File: config.mk
export PLATFORM = sky130hd
export DESIGN_NAME = vga_timing_rx
export DESIGN_NICKNAME = d
export VERILOG_FILES = /design/src/rtl/vga_timing_pkg.sv /design/src/rtl/sync_fall_detect.sv /design/src/rtl/vga_timing_rx.sv
export SDC_FILE = /design/constraint.sdc
export NUM_CORES = 1
export LEC_CHECK = 0
export CORE_MARGIN = 5
export CORE_UTILIZATION = 35
export CTS_CLUSTER_SIZE = 28
export DETAILED_ROUTE_END_ITERATION = 6
export GPL_TIMING_DRIVEN = 0
export PLACE_DENSITY = 0.58
export SETUP_SLACK_MARGIN = 0.5
export SKIP_CTS_REPAIR_TIMING = 1
export SLEW_MARGIN = 20
export SYNTH_ARGS = -nofsm -noshare
export SYNTH_HDL_FRONTEND = slang
export SYNTH_SLANG_ARGS = --single-unit
File: constraint.sdc
create_clock -name clk -period 6.7 [get_ports clk]
set_clock_uncertainty 0.1 [all_clocks]
set_input_delay 1.005 -clock clk [delete_from_list [all_inputs] [get_ports clk]]
set_output_delay 1.005 -clock clk [all_outputs]
set_load 0.05 [all_outputs]
File: src/rtl/vga_timing_pkg.sv
// vga_timing_pkg: shared 640x480@60 timing constants and receiver lock states
package vga_timing_pkg;
  localparam int H_VISIBLE    = 640;
  localparam int H_FRONT      = 16;
  localparam int H_SYNC       = 96;
  localparam int H_BACK       = 48;
  localparam int V_VISIBLE    = 480;
  localparam int V_FRONT      = 10;
  localparam int V_SYNC       = 2;
  localparam int V_BACK       = 33;
  localparam int H_TOTAL      = H_VISIBLE + H_FRONT + H_SYNC + H_BACK;
  localparam int V_TOTAL      = V_VISIBLE + V_FRONT + V_SYNC + V_BACK;
  localparam int H_SYNC_START = H_VISIBLE + H_FRONT;
  localparam int V_SYNC_START = V_VISIBLE + V_FRONT;
  typedef enum logic [2:0] {SEARCH, LINE, WAIT_V, FRAME, LOCKED} lock_state_t;
endpackage

File: src/rtl/sync_fall_detect.sv
// sync_fall_detect: registers an active-low sync pin and flags its falling edge
module sync_fall_detect (
  input  logic clk,
  input  logic rst,
  input  logic i_pin,
  output logic o_fall
);
  logic r_q;
  // cleared in reset so a pin already low at release is not taken as an edge
  always_ff @(posedge clk) begin
    if (!rst) r_q <= 1'b0;
    else r_q <= i_pin;
  end
  assign o_fall = r_q & ~i_pin;
endmodule

File: src/rtl/vga_timing_rx.sv
// vga_timing_rx: locks onto hsync/vsync and rebuilds the generator's h_cnt/v_cnt/valid
module vga_timing_rx #(
  parameter int H_VISIBLE = vga_timing_pkg::H_VISIBLE,
  parameter int H_FRONT   = vga_timing_pkg::H_FRONT,
  parameter int H_SYNC    = vga_timing_pkg::H_SYNC,
  parameter int H_BACK    = vga_timing_pkg::H_BACK,
  parameter int V_VISIBLE = vga_timing_pkg::V_VISIBLE,
  parameter int V_FRONT   = vga_timing_pkg::V_FRONT,
  parameter int V_SYNC    = vga_timing_pkg::V_SYNC,
  parameter int V_BACK    = vga_timing_pkg::V_BACK
) (
  input  logic       clk,
  input  logic       rst,
  input  logic       hsync,
  input  logic       vsync,
  output logic [9:0] h_cnt,
  output logic [9:0] v_cnt,
  output logic       valid,
  output logic       locked,
  output logic       frame_start,
  output logic       err_line,
  output logic       err_frame
);
  import vga_timing_pkg::*;
  localparam int HTOT = H_VISIBLE + H_FRONT + H_SYNC + H_BACK;
  localparam int VTOT = V_VISIBLE + V_FRONT + V_SYNC + V_BACK;
  localparam int HSS  = H_VISIBLE + H_FRONT;
  localparam int VSS  = V_VISIBLE + V_FRONT;
  logic        w_hf, w_vf, w_line_ok, w_frame_ok, w_timeout, w_el, w_ef;
  logic [9:0]  r_h, r_v, r_lm, r_fm, w_h_nx, w_v_nx, w_lm_nx, w_fm_nx;
  logic        r_valid, r_locked, r_fs, r_el, r_ef;
  lock_state_t r_st, w_st_nx;
  sync_fall_detect u_hs (.clk(clk), .rst(rst), .i_pin(hsync), .o_fall(w_hf));
  sync_fall_detect u_vs (.clk(clk), .rst(rst), .i_pin(vsync), .o_fall(w_vf));
  always_comb begin
    w_h_nx     = w_hf ? 10'(HSS) : (r_h == 10'(HTOT - 1)) ? 10'd0 : r_h + 10'd1;
    w_v_nx     = w_vf ? 10'(VSS)
               : (!w_hf && r_h == 10'(HTOT - 1)) ? ((r_v == 10'(VTOT - 1)) ? 10'd0 : r_v + 10'd1)
               : r_v;
    w_lm_nx    = w_hf ? 10'd1 : (&r_lm) ? r_lm : r_lm + 10'd1;
    w_fm_nx    = w_vf ? {9'd0, w_hf} : (w_hf && !(&r_fm)) ? r_fm + 10'd1 : r_fm;
    w_line_ok  = r_lm == 10'(HTOT);
    w_frame_ok = r_fm == 10'(VTOT);
    w_timeout  = !w_hf && (&w_lm_nx);
  end
  // a bad line outranks any frame result seen in the same cycle
  always_comb begin
    w_st_nx = r_st;
    w_el    = 1'b0;
    w_ef    = 1'b0;
    if (w_timeout) w_st_nx = SEARCH;
    else if (r_st == SEARCH) w_st_nx = w_hf ? LINE : SEARCH;
    else if (w_hf && !w_line_ok) begin
      w_st_nx = LINE;
      w_el    = 1'b1;
    end else if (r_st == LINE) w_st_nx = w_hf ? WAIT_V : LINE;
    else if (r_st == WAIT_V) w_st_nx = w_vf ? FRAME : WAIT_V;
    else if (w_vf) begin
      w_st_nx = w_frame_ok ? LOCKED : FRAME;
      w_ef    = !w_frame_ok;
    end
  end
  always_ff @(posedge clk) begin
    if (!rst) begin
      r_h      <= '0;
      r_v      <= '0;
      r_lm     <= '0;
      r_fm     <= '0;
      r_st     <= SEARCH;
      r_valid  <= 1'b0;
      r_locked <= 1'b0;
      r_fs     <= 1'b0;
      r_el     <= 1'b0;
      r_ef     <= 1'b0;
    end else begin
      r_h      <= w_h_nx;
      r_v      <= w_v_nx;
      r_lm     <= w_lm_nx;
      r_fm     <= w_fm_nx;
      r_st     <= w_st_nx;
      r_valid  <= w_st_nx == LOCKED && w_h_nx < 10'(H_VISIBLE) && w_v_nx < 10'(V_VISIBLE);
      r_locked <= w_st_nx == LOCKED;
      r_fs     <= w_st_nx == LOCKED && w_h_nx == 10'd0 && w_v_nx == 10'd0;
      r_el     <= w_el;
      r_ef     <= w_ef;
    end
  end
  assign h_cnt       = r_h;
  assign v_cnt       = r_v;
  assign valid       = r_valid;
  assign locked      = r_locked;
  assign frame_start = r_fs;
  assign err_line    = r_el;
  assign err_frame   = r_ef;
endmodule
==> parameters.txt <==
Parameter                              Value

Clock network
  Master cell of the clock root buffer    sky130_fd_sc_hd__clkbuf_8
  H-tree levels    2
  TritonCTS Sinks    50
  Maximum buffer depth of the clock tree    2
  TritonCTS Buffers    5
  Clk slew on worst S/H paths    90 ps
  Worst-skew pair later-pin latency    300 ps
  Clock tree from TritonCTS    built

Place
  Global placer's final weighted congestion    0.863
  Pre-CTS setup slack    3100 ps
  Total half-perimeter wirelength after legalization and detailed placement    4.78 mm
  PortBufs    27
  Placed cell count    479
  DP Area    0.00324 sq mm

Synthesis
  Avg Cell Area, Syn    8.13 sq um
  Compound-gate portion of the synthesized area    0.145
  Area share of the largest cell type after synthesis    0.352
  Share of synthesized cell area in and, or, nand and nor gates    0.307
  Main synth FF type    sky130_fd_sc_hd__dfxtp_1
  Post-synthesis sequential area ratio    0.352
  Multiplexer area fraction after synthesis    0.0158
  Net Count, Synth    361
  Post-synth EDFFs    0
  Synthesized cell area    0.00284 sq mm
  Number of distinct standard cells referenced by the synthesized netlist    53
  Share of synthesized registers carrying an async set or reset    0
  Leading area contributor after synthesis    sky130_fd_sc_hd__dfxtp_1
  Xor/xnor cell area share of the yosys netlist    0.0862
  Largest cells by area after synthesis    sky130_fd_sc_hd__dfxtp_1 (35%), sky130_fd_sc_hd__nor2_1 (5.1%), sky130_fd_sc_hd__xnor2_1 (4.6%), sky130_fd_sc_hd__nand2_1 (4.4%), sky130_fd_sc_hd__xor2_1 (4.0%)
  Synth warnings    0
  Combinational family with the most area after synthesis    simple AND/OR/NAND/NOR gates
  Register bit total from synthesis    50
  Synthesized netlist cell count    350
  Adder-cell area share of the yosys netlist    0.0308

Detailed routing
  Drt via density    5.09
  Routed length per instance    13.5 um
  Starting DRC count in detailed routing    77
  Met1 Wirelength    3.39 mm
  Met3 Wirelength    277 um
  Aggregate routed wire length    6.57 mm
  Vias after detailed routing    2480
  Met2 Wirelength    2.87 mm
  Detailed-routing iteration count for the pre-antenna-repair pass    4
  Final routed DRC violation total    0
  Top layer in use    met4
  Antenna viol nets, final    0

Global route
  Aggregate global-route resource usage    0.131
  Number of antenna violations at the first check in global routing    0
  Wire length of the first global-routing pass    10.9 mm
  Total grt overflow    0
  Pin count of the biggest net entering global routing    16
  Via count of the first global-routing pass    2283

Worst setup path
  Register-to-Register Path Depth    9
  Critical Path RT    6790 ps
  Type of the worst setup path    in2reg
  Worst r2r src    h_cnt[1]$_SDFF_PN0_
  Sort of element at the end of the critical path    flip-flop
  Gate family responsible for the most delay along the worst path    buffers and inverters
  CP arrival    3340 ps
  Ordered cell list for the critical path    clkdlybuf4s50_1 > nand2b_4 > clkbuf_1 > nand4_1 > clkbuf_1 > o21ai_0 > a31oi_1 > and3_1 > nor4_1
  Reg-to-reg endpoint    frame_start$_SDFF_PN0_
  Slowest cell on crit path    sky130_fd_sc_hd__clkdlybuf4s50_1
  CP max stage delay    520 ps
  Largest fanout on the critical path    10
  Cell seen most often among critical-path stages    sky130_fd_sc_hd__clkbuf_1
  CP bufs+invs    3
  CP startpoint kind    input port
  Launch point of the critical path    hsync
  Flop2flop setup slack    4180 ps

Timing
  Achievable Freq    308 MHz
  Transition time at the pin with the least slew margin    691 ps
  Setup repair after global routing missed its margin    false
  Crit path setup slack, layout    3460 ps
  Final setup violation count    0
  Shortest period the worst path allows    3240 ps
  Final hold viol count    0
  Tcrit/Tclk final    0.484
  Final setup TNS    0 ps
  Max-slew violation count    0
  Relative max-transition margin    0.535

Floorplan
  Chip width    100 um
  Placeable core area    0.00781 sq mm
  Chip height    100 um
  Number of placement rows    32
  Effective utilization at floorplan    0.364
  Boundary pin count    29
  Die area    0.0100 sq mm

Flow run
  Maximum Capacitance Violations    0

Layout
  Reg area    0.00100 sq mm
  Number of nets at the end of the flow    395
  Area overhead of the layout relative to synthesis    17.3%
  Area of combinational cells with multiple inputs    0.00166 sq mm
  N_diodes    0
  Fillers    818
  Post-Layout Cell Count    487
  Share of layout cells above drive strength 1    0.0597
  Area of all placed cells without fillers    0.00334 sq mm

Power and ir drop
  Static leakage power    1.18 nW
  Highest ir drop seen on vdd    0.000107 V
  Power density normalized to cell area    183 mW/mm^2

Min path
  Kind of path behind the tightest hold check    reg2reg
  Worst hold path startpoint    r_fm[9]$_SDFFE_PP0P_
  Number of instances on the worst hold path    2
  Terminating pin of the worst hold path    r_fm[9]$_SDFFE_PP0P_

Run status
  Result of the run    finished clean
-- flip-flops by register name (all words and copies together), names as in the netlist, 3 cells and up --
name	flops
h_cnt	10
r_st	3
r_fm	10
v_cnt	10
r_lm	10
-- where the power goes --
| group | internal (W) | leakage, nW | total (W) | switching (W) |
|---|---|---|---|---|
| Combinational | 0.0000404 | 0.722 | 0.000104 | 0.0000631 |
| Sequential | 0.000309 | 0.406 | 0.000320 | 0.0000111 |
| Clock | 0.0000833 | 0.0472 | 0.000188 | 0.000105 |
| Total | 0.000433 | 1.18 | 0.000612 | 0.000179 |
-- cell families after synthesis --
family / after synthesis
simple gates: 161
fa+ha+maj: 7
mux: 4
compound gates: 67
flops: 50
buf+inv: 33
xor+xnor: 28
-- routing by layer --
| layer | track usage | vias up |
|---|---|---|
| li1 | - | 1302 |
| met1 | 0.186 | 1127 |
| met2 | 0.205 | 47 |
| met3 | 0.0285 | 4 |
| met4 | 0.0249 | 0 |
| met5 | 0 | - |
-- how the worst max path moves through the flow --
stage | to | slack [ps] | cells past startpoint
2_1_floorplan | frame_start$_SDFF_PN0_ | 4050 | 9
5_1_grt | frame_start$_SDFF_PN0_ | 3220 | 9
3_5_place_dp | valid$_SDFF_PN0_ | 3100 | 9
6_report | valid$_SDFF_PN0_ | 3460 | 9
4_1_cts | valid$_SDFF_PN0_ | 3420 | 9
3_3_place_gp | valid$_SDFF_PN0_ | 3090 | 9
-- cells in the final DEF, fill, tap and decap left out, drive strengths merged, types with 2 or more instances in the layout --
cell type	instances
ha	7
nand3	13
a21oi	21
nor4b	3
nor2b	3
a211oi	3
nor4	7
o21a	2
and2	8
dfxtp	50
nand3b	3
nand2	33
and3	10
o211ai	3
xor2	13
a31oi	10
buf	7
nand2b	5
inv	13
nor2	39
mux2i	3
o21ai	17
clkbuf	19
nand4	9
xnor2	15
and4	3
clkdlybuf4s50	27
or3	3
nor3	16
-- area by class of cell --
type | instances | area share
repair buffers | 27 | 0.0810
well taps | 102 | 0.0382
inverters | 13 | 0.0146
flip-flops and latches | 50 | 0.300
multi-input cells | 267 | 0.498
plain buffers | 20 | 0.0394
clock buffers | 6 | 0.0247
clock inverters | 2 | 0.00375
-- Yosys cell counts, drive strengths merged, types with 2 or more instances --
| cell | count |
|---|---|
| dfxtp | 50 |
| nor2 | 39 |
| nand2 | 33 |
| a21oi | 21 |
| o21ai | 17 |
| nor3 | 16 |
| xnor2 | 15 |
| clkbuf | 13 |
| inv | 13 |
| nand3 | 13 |
| xor2 | 13 |
| a31oi | 10 |
| and3 | 10 |
| nand4 | 9 |
| and2 | 8 |
| buf | 7 |
| ha | 7 |
| nor4 | 7 |
| nand2b | 5 |
| a211oi | 3 |
| and4 | 3 |
| mux2i | 3 |
| nand3b | 3 |
| nor2b | 3 |
| nor4b | 3 |
| o211ai | 3 |
| or3 | 3 |
| o21a | 2 |
-- stage by stage --
step / hold slack, ps / total power [W] / util
after floorplan: 354 / 0.000403 / -
after global placement: 372 / 0.000428 / 0.415
after detailed placement: 391 / 0.000430 / 0.415
after CTS: 409 / 0.000622 / 0.427
after global routing: 418 / 0.000646 / 0.427
final: 407 / 0.000612 / 0.427
-- worst min-delay path: cells and delay by family, from the launching register on --
| kind | cells | cell delay, ps |
|---|---|---|
| flip-flops | 1 | 330 |
| AO/OA/AOI/OAI | 2 | 130 |
Note: power is estimated with default switching activity, not from simulation.
